<file path="src/rtl/rf_wport_arbiter.sv">
// Shares the register-file write port between pipeline writeback and a queued
// multi-cycle result source, with a pending-register scoreboard and anti-starvation stall.
module rf_wport_arbiter #(
  parameter int DEPTH  = 2,
  parameter int STARVE = 8
) (
  input  logic        clk,
  input  logic        rst_n,
  input  logic        WB_wen,
  input  logic [4:0]  WB_rd,
  input  logic [31:0] WB_wdata,
  input  logic        MD_valid,
  output logic        MD_ready,
  input  logic [4:0]  MD_rd,
  input  logic [31:0] MD_wdata,
  input  logic [4:0]  ID_rs,
  input  logic [4:0]  ID_rt,
  input  logic [4:0]  ID_dst,
  output logic        ID_stall,
  output logic        WB_stall,
  output logic        RF_wen,
  output logic [4:0]  RF_rd,
  output logic [31:0] RF_wdata
);

  localparam logic [2:0] FULL_COUNT = 3'(DEPTH);
  localparam logic [1:0] LAST_SLOT  = 2'(DEPTH - 1);
  localparam logic [3:0] STARVE_MAX = 4'(STARVE);

  // Storage is sized for the largest legal DEPTH so slot pointers index it exactly.
  logic [4:0]  fifo_rd   [4];
  logic [31:0] fifo_data [4];

  logic [1:0]  head;
  logic [1:0]  tail;
  logic [2:0]  count;
  logic [31:0] pend;
  logic [31:0] pend_next;
  logic [3:0]  starve_cnt;
  logic [3:0]  starve_cnt_next;
  logic        wb_stall_q;

  logic        wb_valid;
  logic        fifo_empty;
  logic        fifo_full;
  logic        drain;
  logic        md_accept;
  logic        push;

  function automatic logic [1:0] next_slot(input logic [1:0] slot);
    return (slot == LAST_SLOT) ? 2'd0 : slot + 2'd1;
  endfunction

  always_comb begin
    wb_valid   = WB_wen && (WB_rd != 5'd0);
    fifo_empty = (count == 3'd0);
    fifo_full  = (count == FULL_COUNT);
    drain      = rst_n && !wb_valid && !fifo_empty;
    MD_ready   = rst_n && !fifo_full && !pend[MD_rd];
    md_accept  = MD_valid && MD_ready;
    push       = md_accept && (MD_rd != 5'd0);
  end

  always_comb begin
    RF_wen   = 1'b0;
    RF_rd    = 5'd0;
    RF_wdata = 32'd0;
    if (rst_n) begin
      if (wb_valid) begin
        RF_wen   = 1'b1;
        RF_rd    = WB_rd;
        RF_wdata = WB_wdata;
      end else if (!fifo_empty) begin
        RF_wen   = 1'b1;
        RF_rd    = fifo_rd[head];
        RF_wdata = fifo_data[head];
      end
    end
  end

  // A push never targets the draining register, since a pending rd blocks MD_ready.
  always_comb begin
    pend_next = pend;
    if (drain) begin
      pend_next[fifo_rd[head]] = 1'b0;
    end
    if (push) begin
      pend_next[MD_rd] = 1'b1;
    end
    pend_next[0] = 1'b0;
  end

  always_comb begin
    starve_cnt_next = starve_cnt;
    if (fifo_empty || drain) begin
      starve_cnt_next = 4'd0;
    end else if (starve_cnt < STARVE_MAX) begin
      starve_cnt_next = starve_cnt + 4'd1;
    end
  end

  always_comb begin
    ID_stall = rst_n && (pend[ID_rs] || pend[ID_rt] || pend[ID_dst]);
    WB_stall = wb_stall_q;
  end

  always_ff @(posedge clk) begin
    if (push) begin
      fifo_rd[tail]   <= MD_rd;
      fifo_data[tail] <= MD_wdata;
    end
  end

  always_ff @(posedge clk or negedge rst_n) begin
    if (!rst_n) begin
      head       <= 2'd0;
      tail       <= 2'd0;
      count      <= 3'd0;
      pend       <= 32'd0;
      starve_cnt <= 4'd0;
      wb_stall_q <= 1'b0;
    end else begin
      if (push) begin
        tail <= next_slot(tail);
      end
      if (drain) begin
        head <= next_slot(head);
      end
      case ({push, drain})
        2'b10:   count <= count + 3'd1;
        2'b01:   count <= count - 3'd1;
        default: count <= count;
      endcase
      pend       <= pend_next;
      starve_cnt <= starve_cnt_next;
      // Held while the pipeline ignores it; only an actual drain releases it.
      if (drain) begin
        wb_stall_q <= 1'b0;
      end else if (starve_cnt_next == STARVE_MAX) begin
        wb_stall_q <= 1'b1;
      end
    end
  end

endmodule

</file>
<file path="config.mk">
export PLATFORM = sky130hd
export DESIGN_NAME = rf_wport_arbiter
export DESIGN_NICKNAME = d
export VERILOG_FILES = /design/src/rtl/rf_wport_arbiter.sv
export SDC_FILE = /design/constraint.sdc
export NUM_CORES = 1
export LEC_CHECK = 0
export ABC_AREA = 1
export CAP_MARGIN = 20
export CORE_ASPECT_RATIO = 0.5
export CORE_UTILIZATION = 56
export CTS_CLUSTER_DIAMETER = 120
export DETAILED_ROUTE_END_ITERATION = 16
export DONT_BUFFER_PORTS = 1
export PLACE_DENSITY = 0.78
export SLEW_MARGIN = 20
export SYNTH_ARGS = -nofsm -noshare
export SYNTH_HDL_FRONTEND = slang
export SYNTH_SLANG_ARGS = --single-unit
export TNS_END_PERCENT = 50
</file>
<file path="constraint.sdc">
create_clock -name clk -period 4.86 [get_ports clk]
set_clock_uncertainty 0.05 [all_clocks]
set_input_delay 0.972 -clock clk [delete_from_list [all_inputs] [get_ports clk]]
set_output_delay 0.972 -clock clk [all_outputs]
set_load 0.02 [all_outputs]
</file>
# ---- Word-level counts from Yosys, hierarchy flattened
# Memories as Yosys holds them, arrays and structs flattened.
# Index checks and enable logic that the tools add are counted.
dict set report totals {
  mem_bits_rw 148
  romBits 0
  n_memories 2
  latch_bits 0
  word_cells 84
  ff_bits 43
}
dict set report op_classes {
  mux 32
  magnitude_cmp 8
  shift 0
  reduce_logical 22
  n_eq_ne 6
  addsub 5
  div_mod_pow 0
  n_bitwise 3
  n_mul 0
}
# name depth width read_ports rd_clocked_by_memory_dff write_ports line_no
set memory_table {}
lappend memory_table {fifo_data 4 32 1 0 1 32} ;# logic [31:0] fifo_data [4];
lappend memory_table {fifo_rd 4 5 1 0 1 31} ;# logic [4:0] fifo_rd [4];
# cell n
set op_table {}
lappend op_table {{$mux 32} 5}
lappend op_table {{$and 32x32->32} 1}
lappend op_table {{$not 32->32} 1}
lappend op_table {{$or 32x32->32} 1}
lappend op_table {{$lt 5x6->1 const B} 5}
lappend op_table {{$bmux 1 s5} 4}
lappend op_table {{$mux 5} 3}
lappend op_table {{$mux 1} 13}
lappend op_table {{$demux 1 s5} 2}
lappend op_table {{$ge 5x1->1 const B} 2}
lappend op_table {{$logic_and 1x1->1} 10}
lappend op_table {{$reduce_bool 5->1} 2}
lappend op_table {{$mux 4} 2}
lappend op_table {{$eq 2x1->1 const B} 3}
lappend op_table {{$pmux 3 s2} 1}
lappend op_table {{$add 2x1->2 const B} 2}
lappend op_table {{$add 4x1->4 const B} 1}
lappend op_table {{$eq 4x4->1 const B} 1}
lappend op_table {{$logic_not 1->1} 4}
lappend op_table {{$lt 4x4->1 const B} 1}
lappend op_table {{$mux 2} 2}
lappend op_table {{$reduce_bool 2->1} 2}
lappend op_table {{$add 3x1->3 const B} 1}
lappend op_table {{$eq 3x2->1 const B} 1}
lappend op_table {{other kinds (4)} 6}

# ---- Longest topological paths before layout
# Gate-level depths: netlist of run 1.
dict set report depth {
  word_depth 10
  depth_mapped 17
  depth_no_buf 17
}

# ---- Worst setup path after synthesis of run 1
# Ideal clock, no wire load.
dict set report synth_path {
  kind {input -> register}
  start {input port MD_rd[1]}
  end {memory fifo_data[0][0], enable pin}
  arrival_ns 3.607
  path_stages 11
  path_slack_ns 0.771
  cell_sequence {buf_4 nand2_2 buf_6 nor2_1 a21oi_2 nand2_1 a21oi_1 nand2_2 nor2_8 nand3_2 nor2_1}
}
dict set report synth_between {
  elab_chain_len 8
  elab_cells_between_ends 9
}
# element line_no
set synth_rtl {}
lappend synth_rtl {{start: declaration} 14} ;# input logic [4:0] MD_rd,
lappend synth_rtl {{$bmux 1 s5} 59} ;# MD_ready = rst_n && !fifo_full && !pend[MD_rd];
lappend synth_rtl {{$mux 1 (implied by the code)} 59}
lappend synth_rtl {{$logic_not 1->1} 59}
lappend synth_rtl {{$logic_and 1x1->1} 59}
lappend synth_rtl {{$logic_and 1x1->1} 60} ;# md_accept = MD_valid && MD_ready;
lappend synth_rtl {{$logic_and 1x1->1 (*)} 61} ;# push = md_accept && (MD_rd != 5'd0);
lappend synth_rtl {{$mux 1 (*)} 108} ;# if (push) begin
lappend synth_rtl {{$mux 1 (implied by the code) (*)} 110} ;# fifo_data[tail] <= MD_wdata;
lappend synth_rtl {{end: declaration} 32}
# Every way passes the cells marked *; elsewhere a longest branch is shown, timed or not. The select of a mux whose other input is x is not followed.

# ---- Worst setup path in the final report of run 1
dict set report layout_path {
  start {register head[0]}
  end {output port RF_rd[2]}
}
dict set report layout_between {
  elab_chain_len 4
}
# element line_no
set layout_rtl {}
lappend layout_rtl {{start: declaration} 34} ;# logic [1:0] head;
lappend layout_rtl {{start signal: assignment} 127} ;# head <= next_slot(head);
lappend layout_rtl {{$mem_v2 4x5} -}
lappend layout_rtl {{$mux 5} 73} ;# end else if (!fifo_empty) begin
lappend layout_rtl {{$mux 5} 69} ;# if (wb_valid) begin
lappend layout_rtl {{$mux 5} 68} ;# if (rst_n) begin
lappend layout_rtl {{end: declaration} 22} ;# output logic [4:0] RF_rd,
# No other way between the ends.

==> flow_summary_export.csv, run 1 <==
group,metric,value,unit
run_status,status,"finished clean",
worst_setup_path,r2r_start,"pend[10]",
detailed_routing,postRouteWirelength,24.7,mm
worst_setup_path,cp.arrival,2.66,ns
worst_setup_path,reg2reg_depth,12,
power_and_ir_drop,vdd_drop_max,0.354,mV
clock_tree,clk_path_buf_depth,2,
placement,portBuffers,0,
die,fp.dieH,94.3,µm
timing,fin_setup_tns,0,ns
global_route,grt_max_degree,77,
detailed_routing,met2_length,11.8,mm
worst_setup_path,rrSetupSlack,1.87,ns
timing,slew_headroom,44.3,%
worst_hold_path,hold_class,"in -> async",
timing,layout_setup_ws,1.18,ns
clock_tree,cts_buffers,17,
final_layout,num-nets-final,1122,
detailed_routing,ant_nets,0,
detailed_routing,vias_per_cell,6.09,
detailed_routing,met1Wirelength,10.4,mm
worst_setup_path,crit_start,"head[0]",
detailed_routing,top_layer,"met4",
worst_setup_path,crit_path_end_kind,"output port",
detailed_routing,wl_met3,2.01,mm
die,rows,33,
clock_tree,cts_tree,"done",
die,die_w,187,µm
clock_tree,htreeDepth,4,
clock_tree,clock_latency,0.44,ns
final_layout,final_common_cell,"nand2_1",
final_layout,area_growth_syn_to_layout,7.40,%
global_route,grt_pass1_vias,7260,
detailed_routing,drt_pass1_iterations,5,
power_and_ir_drop,comb_power_share,28.9,%
clock_tree,cts_resized,0,
global_route,grt_overflow,0,
power_and_ir_drop,power_density,506,nW/µm²
final_layout,diodes,0,
power_and_ir_drop,p_total,5.18,mW
die,die_area,17600,µm²
timing,slew_viol_final,0,
timing,fin_crit_sh,75.8,%
synth,ys_ff_latch,191,
synth,synth_cells,1054,
worst_setup_path,cp_max_fo,76,
global_route,grt_antenna_before_repair,0,
placement,dp_slack,1.27,ns
detailed_routing,drt_iter0_drc,687,
worst_setup_path,path_class,"reg -> out",
final_layout,drive_gt1_share,6.35,%
die,core,16500,µm²
power_and_ir_drop,swShare,38.5,%
power_and_ir_drop,p_seq_share,44.0,%
worst_setup_path,worst-endpoint-required,3.84,ns
global_route,grt_first_pass_wirelength,39.0,mm
detailed_routing,wire_per_inst,19.5,µm
worst_setup_path,start_kind,"flop",
clock_tree,cts-root-buf,"clkbuf_16",
synth,syn-cell-area,9540,µm²
global_route,grtUsageTotal,29.2,%
detailed_routing,drc,0,
worst_setup_path,worst_r2r_endpoint,"fifo_rd[0][0]",
job,maxCapViolations,0,
final_layout,final_cell_mix,"260 x nand2_1, 148 x edfxtp_1, 116 x nor2_1",
power_and_ir_drop,p_clk_share,27.1,%
timing,final_hold_viol_count,0,
synth,ys_seq_area_share,57.9,%
clock_tree,post_cts_buffers,0,
power_and_ir_drop,p_sw,1.99,mW
power_and_ir_drop,p_leak,3.98,nW
timing,min_period,3.68,ns
timing,clock.fmax,272,MHz
die,boundaryPins,134,
timing,worstMarginPinSlew,0.834,ns
timing,setup_viol,0,
placement,place.gp.congestion,0.940,
synth,ys_warn_count,0,
timing,rsz0062_at_grt,"false",
power_and_ir_drop,intPower,3.19,mW
clock_tree,cts_sinks,191,
detailed_routing,vias,7715,
clock_tree,ctsHoldBuffers,0,
die,initial_core_util,57.7,%
synth,synth_cell_types,37,
synth,syn_nets,1150,
synth,syn_area_per_cell,9.05,µm²
placement,hpwl,15.6,mm
clock_tree,clk_pin_slew,0.07,ns
[per-stage QoR]
step                instances  instance area (µm²)  hold WS [ns]  utilization (%)
floorplan                1054                 9540         0.414                -
global placement         1234                 9650         0.429             58.4
detailed placement       1234                 9650         0.440             58.4
CTS                      1266                10200         0.168             62.0
global route             1266                10200         0.156             62.0
finish                   1266                10200         0.179             62.0
[logic make-up after synthesis]
group / share of synthesized area (%)
flops: 57.9
fa+ha+maj: 0.472
xor+xnor: 0.459
simple gates: 23.3
compound gates: 11.7
buf+inv: 6.15
[critical path, stage by stage, from the launching register on]
cell and delay [ns]:
dfrtp_2 0.36, buf_4 0.60, nand2_1 0.13, a32oi_1 0.57, inv_2 0.15, o22ai_1 0.41
[final cells by class]
| cell class | instances | area [µm²] |
|---|---|---|
| well taps | 227 | 284 |
| multi-input cells | 724 | 3450 |
| repair buffers | 13 | 97.6 |
| clock inverters | 15 | 165 |
| inverters | 79 | 297 |
| fillers | 1342 | 6270 |
| clock buffers | 17 | 425 |
| flip-flops and latches | 191 | 5520 |
[synth_stat cells]
cell type  count  share of area, %
o31ai_1        1             0.079
o211ai_1       1             0.079
o22ai_1       34               2.2
or2_2          1             0.066
xor2_1         1             0.092
fa_1           1              0.21
buf_2         19               1.0
inv_1         72               2.8
nor3_1        10              0.52
nor2_1       119               4.7
a32oi_1        1             0.092
edfxtp_1     148                47
o21ai_1        2              0.10
a22oi_1        1             0.079
nand3_2        2              0.21
buf_6          5              0.59
a211oi_1       1             0.079
a32o_1        17               1.8
buf_4          1             0.079
clkbuf_1      34               1.3
a21oi_1       31               1.6
nand3_1       91               4.8
dfrtp_1       43                11
nor2_8         1              0.21
a31o_2         1             0.092
inv_2          7              0.28
a21oi_2        1             0.092
nor2_2         2              0.13
nand2_1      260                10
o21ai_0      100               5.2
buf_1          1             0.039
nand3b_1       1             0.079
nand4_1       34               2.2
xnor2_1        4              0.37
o22a_1         1             0.092
ha_1           2              0.26
nand2_2        3              0.20
[per-layer routing]
metal	GRT usage, %	vias up
met5	0	-
met4	11.8	0
met3	6.87	45
met2	47.7	367
met1	38.0	3718
li1	-	3585
[registers in the layout (all words and copies together) (netlist names)]
register / flops
count: 3
tail: 2
starve_cnt: 4
fifo_data: 128
pend: 31
fifo_rd: 20
head: 2
WB_stall: 1
[power by group through the flow]
| stage | Sequential [mW] | Combinational (mW) | Clock [mW] |
|---|---|---|---|
| 2_1_floorplan | 2.18 | 1.19 | 0 |
| 3_3_place_gp | 2.29 | 1.43 | 0 |
| 3_5_place_dp | 2.30 | 1.47 | 0 |
| 4_1_cts | 2.27 | 1.48 | 1.41 |
| 5_1_grt | 2.30 | 1.68 | 1.48 |
| 6_report | 2.28 | 1.50 | 1.40 |
[worst max path at each step]
stage | to | slack, ns | cells past startpoint
after detailed placement | fifo_data[0][2] | 1.27 | 10
after CTS | RF_rd[2] | 1.19 | 5
after global routing | RF_rd[2] | 1.00 | 5
final | RF_rd[2] | 1.18 | 5
after floorplan | fifo_data[0][0] | 0.77 | 11
after global placement | fifo_data[1][2] | 1.35 | 10
Note: power is estimated with default switching activity, not from simulation.
==> run 2, diff against run 1 <==
- PLACE_DENSITY: 0.78 -> 0.81
- clock period: 4.86 -> 3.3 ns (I/O delays scaled with it)
==> run 2 against run 1 <==
- register-to-register slack got worse by 1.1 ns
- sequential share of layout area decreased by 1.5 points
- final area increased by 2.8%
- sequential power increased by 50%
- highest routed layer unchanged
- utilization increased by 1.7 points
- setup slack got worse by 0.78 ns
- final cell count increased by 2.1%
==> flow_summary_export.csv, run 2 (synthesis results as in run 1) <==
group,metric,value,unit
timing,fin_crit_sh,87.9,%
final_layout,area_growth_syn_to_layout,10.4,%
final_layout,num-nets-final,1149,
clock_tree,cts_sinks,191,
die,core,16500,µm²
final_layout,final_common_cell,"nand2_1",
final_layout,fillCellCount,1344,
clock_tree,htreeDepth,4,
die,boundaryPins,134,
clock_tree,post_cts_buffers,0,
placement,portBuffers,0,
final_layout,reg_top3,"fifo_data: 128 flops, pend: 31 flops, fifo_rd: 20 flops",
timing,slew_headroom,65.4,%
clock_tree,clk_path_buf_depth,2,
power_and_ir_drop,power_density,739,nW/µm²
timing,whs,0.0223,ns
final_layout,drive_gt1_share,8.73,%
clock_tree,clock_latency,0.43,ns
clock_tree,cts_buffers,17,
detailed_routing,wire_per_inst,19.2,µm
worst_setup_path,path_class,"reg -> out",
detailed_routing,postRouteWirelength,24.8,mm
die,die_w,187,µm
power_and_ir_drop,p_total,7.78,mW
die,die_area,17600,µm²
global_route,grt_overflow,0,
clock_tree,cts_tree,"done",
detailed_routing,vias_per_cell,6.03,
worst_hold_path,hold_class,"in -> async",
global_route,grt_first_pass_wirelength,39.4,mm
global_route,grt_pass1_vias,7463,
final_layout,stdcell_area,10500,µm²
worst_setup_path,crit_chain,"buf_4 > nand2_1 > nand3_1 > nand2_1 > inv_1 > a21oi_1 > a211oi_1 > buf_4",
placement,hpwl,16.1,mm
final_layout,top_register,"fifo_data",
timing,clock.fmax,345,MHz
power_and_ir_drop,vdd_drop_max,0.464,mV
worst_setup_path,crit_family,"buffers and inverters",
placement,dp_slack,0.535,ns
worst_setup_path,slowest_delay,0.44,ns
final_layout,final_cell_mix,"260 x nand2_1, 148 x edfxtp_1, 116 x nor2_1",
worst_setup_path,worst-endpoint-required,2.59,ns
power_and_ir_drop,p_leak,4.14,nW
detailed_routing,drt_pass1_iterations,5,
timing,final_hold_viol_count,0,
timing,setup_viol,0,
job,maxCapViolations,0,
clock_tree,cts-root-buf,"clkbuf_16",
timing,slew_viol_final,0,
timing,worstMarginPinSlew,0.519,ns
final_layout,largest_register_ffs,128,
placement,placed_area,9910,µm²
worst_setup_path,critPathSlowestCell,"buf_4",
timing,layout_setup_ws,0.401,ns
detailed_routing,drt_iter0_drc,639,
worst_setup_path,cp.arrival,2.19,ns
clock_tree,clk_pin_slew,0.07,ns
die,initial_core_util,57.7,%
global_route,grt_max_degree,52,
global_route,grt_antenna_before_repair,0,
global_route,grtUsageTotal,29.3,%
final_layout,finalNonFillerCells,1292,
detailed_routing,vias,7785,
clock_tree,cts_resized,0,
detailed_routing,ant_nets,0,
final_layout,diodes,0,
detailed_routing,drc,0,
die,rows,33,
placement,dp.cells,1260,
placement,place.gp.congestion,0.975,
worst_setup_path,start_kind,"flop",
timing,rsz0062_at_grt,"false",
run_status,status,"finished clean",
worst_setup_path,crit_path_end_kind,"output port",
timing,min_period,2.90,ns
final_layout,finish.utilization,63.7,%
worst_setup_path,critical_path_buf_inv_count,3,
worst_setup_path,cp_max_fo,51,
die,fp.dieH,94.3,µm
timing,fin_setup_tns,0,ns
[run 2: power breakdown]
part | total [mW] | leakage, nW | switching [mW] | internal, mW
clock | 2.03 | 0.284 | 1.01 | 1.02
combinational | 2.35 | 1.96 | 1.56 | 0.784
sequential | 3.41 | 1.90 | 0.459 | 2.95
[run 2: repair_timing]
item	in CTS	in global routing
setup endpoints to repair	0	0
hold buffers	1	0
endpoints found under the hold margin	43	0
[run 2: worst paths after layout]
kind	start	end	slack [ns]	cells past startpoint
worst min register to register	count[2]	count[2]	0.46	1
worst max register to register	pend[13]	count[1]	0.81	14
worst max-delay path	head[0]	RF_rd[4]	0.40	8
worst min-delay path	rst_n	starve_cnt[1]	0.02	1
min in group clk	MD_wdata[14]	fifo_data[0][14]	0.26	0
max in group asynchronous	rst_n	pend[31]	2.96	1
[run 2: final cells by class]
type	count	area [µm²]	share of cell area, %
Clock inverter	14	166	1.58
Multi-Input combinational cell	724	3450	32.8
Tap cell	227	284	2.70
Inverter	79	297	2.82
Timing Repair Buffer	40	383	3.64
Sequential cell	191	5520	52.4
Clock buffer	17	425	4.04
[run 2: worst reg2reg max path: stages, from the launching register on]
cell     delay [ns]
dfrtp_1        0.49
nand2_1        0.12
nand2_1        0.06
nand2_1        0.05
nand2_1        0.05
nand2_1        0.05
nand2_1        0.05
nor2_1         0.12
nand2_2        0.11
nor2_8         0.23
nand3_2        0.13
ha_1           0.20
inv_1          0.10
fa_1           0.42
o21ai_0        0.18
[run 2: layer usage]
layer / vias up / share of wire, % / track usage [%] / routed length (µm)
met2: 345 / 48 / 49.3 / 11900
met3: 67 / 8.1 / 6.24 / 2020
met4: 0 / 3.6 / 13.9 / 885
li1: 3647 / - / - / -
met5: - / 0 / 0 / 0
met1: 3726 / 41 / 36.8 / 10100
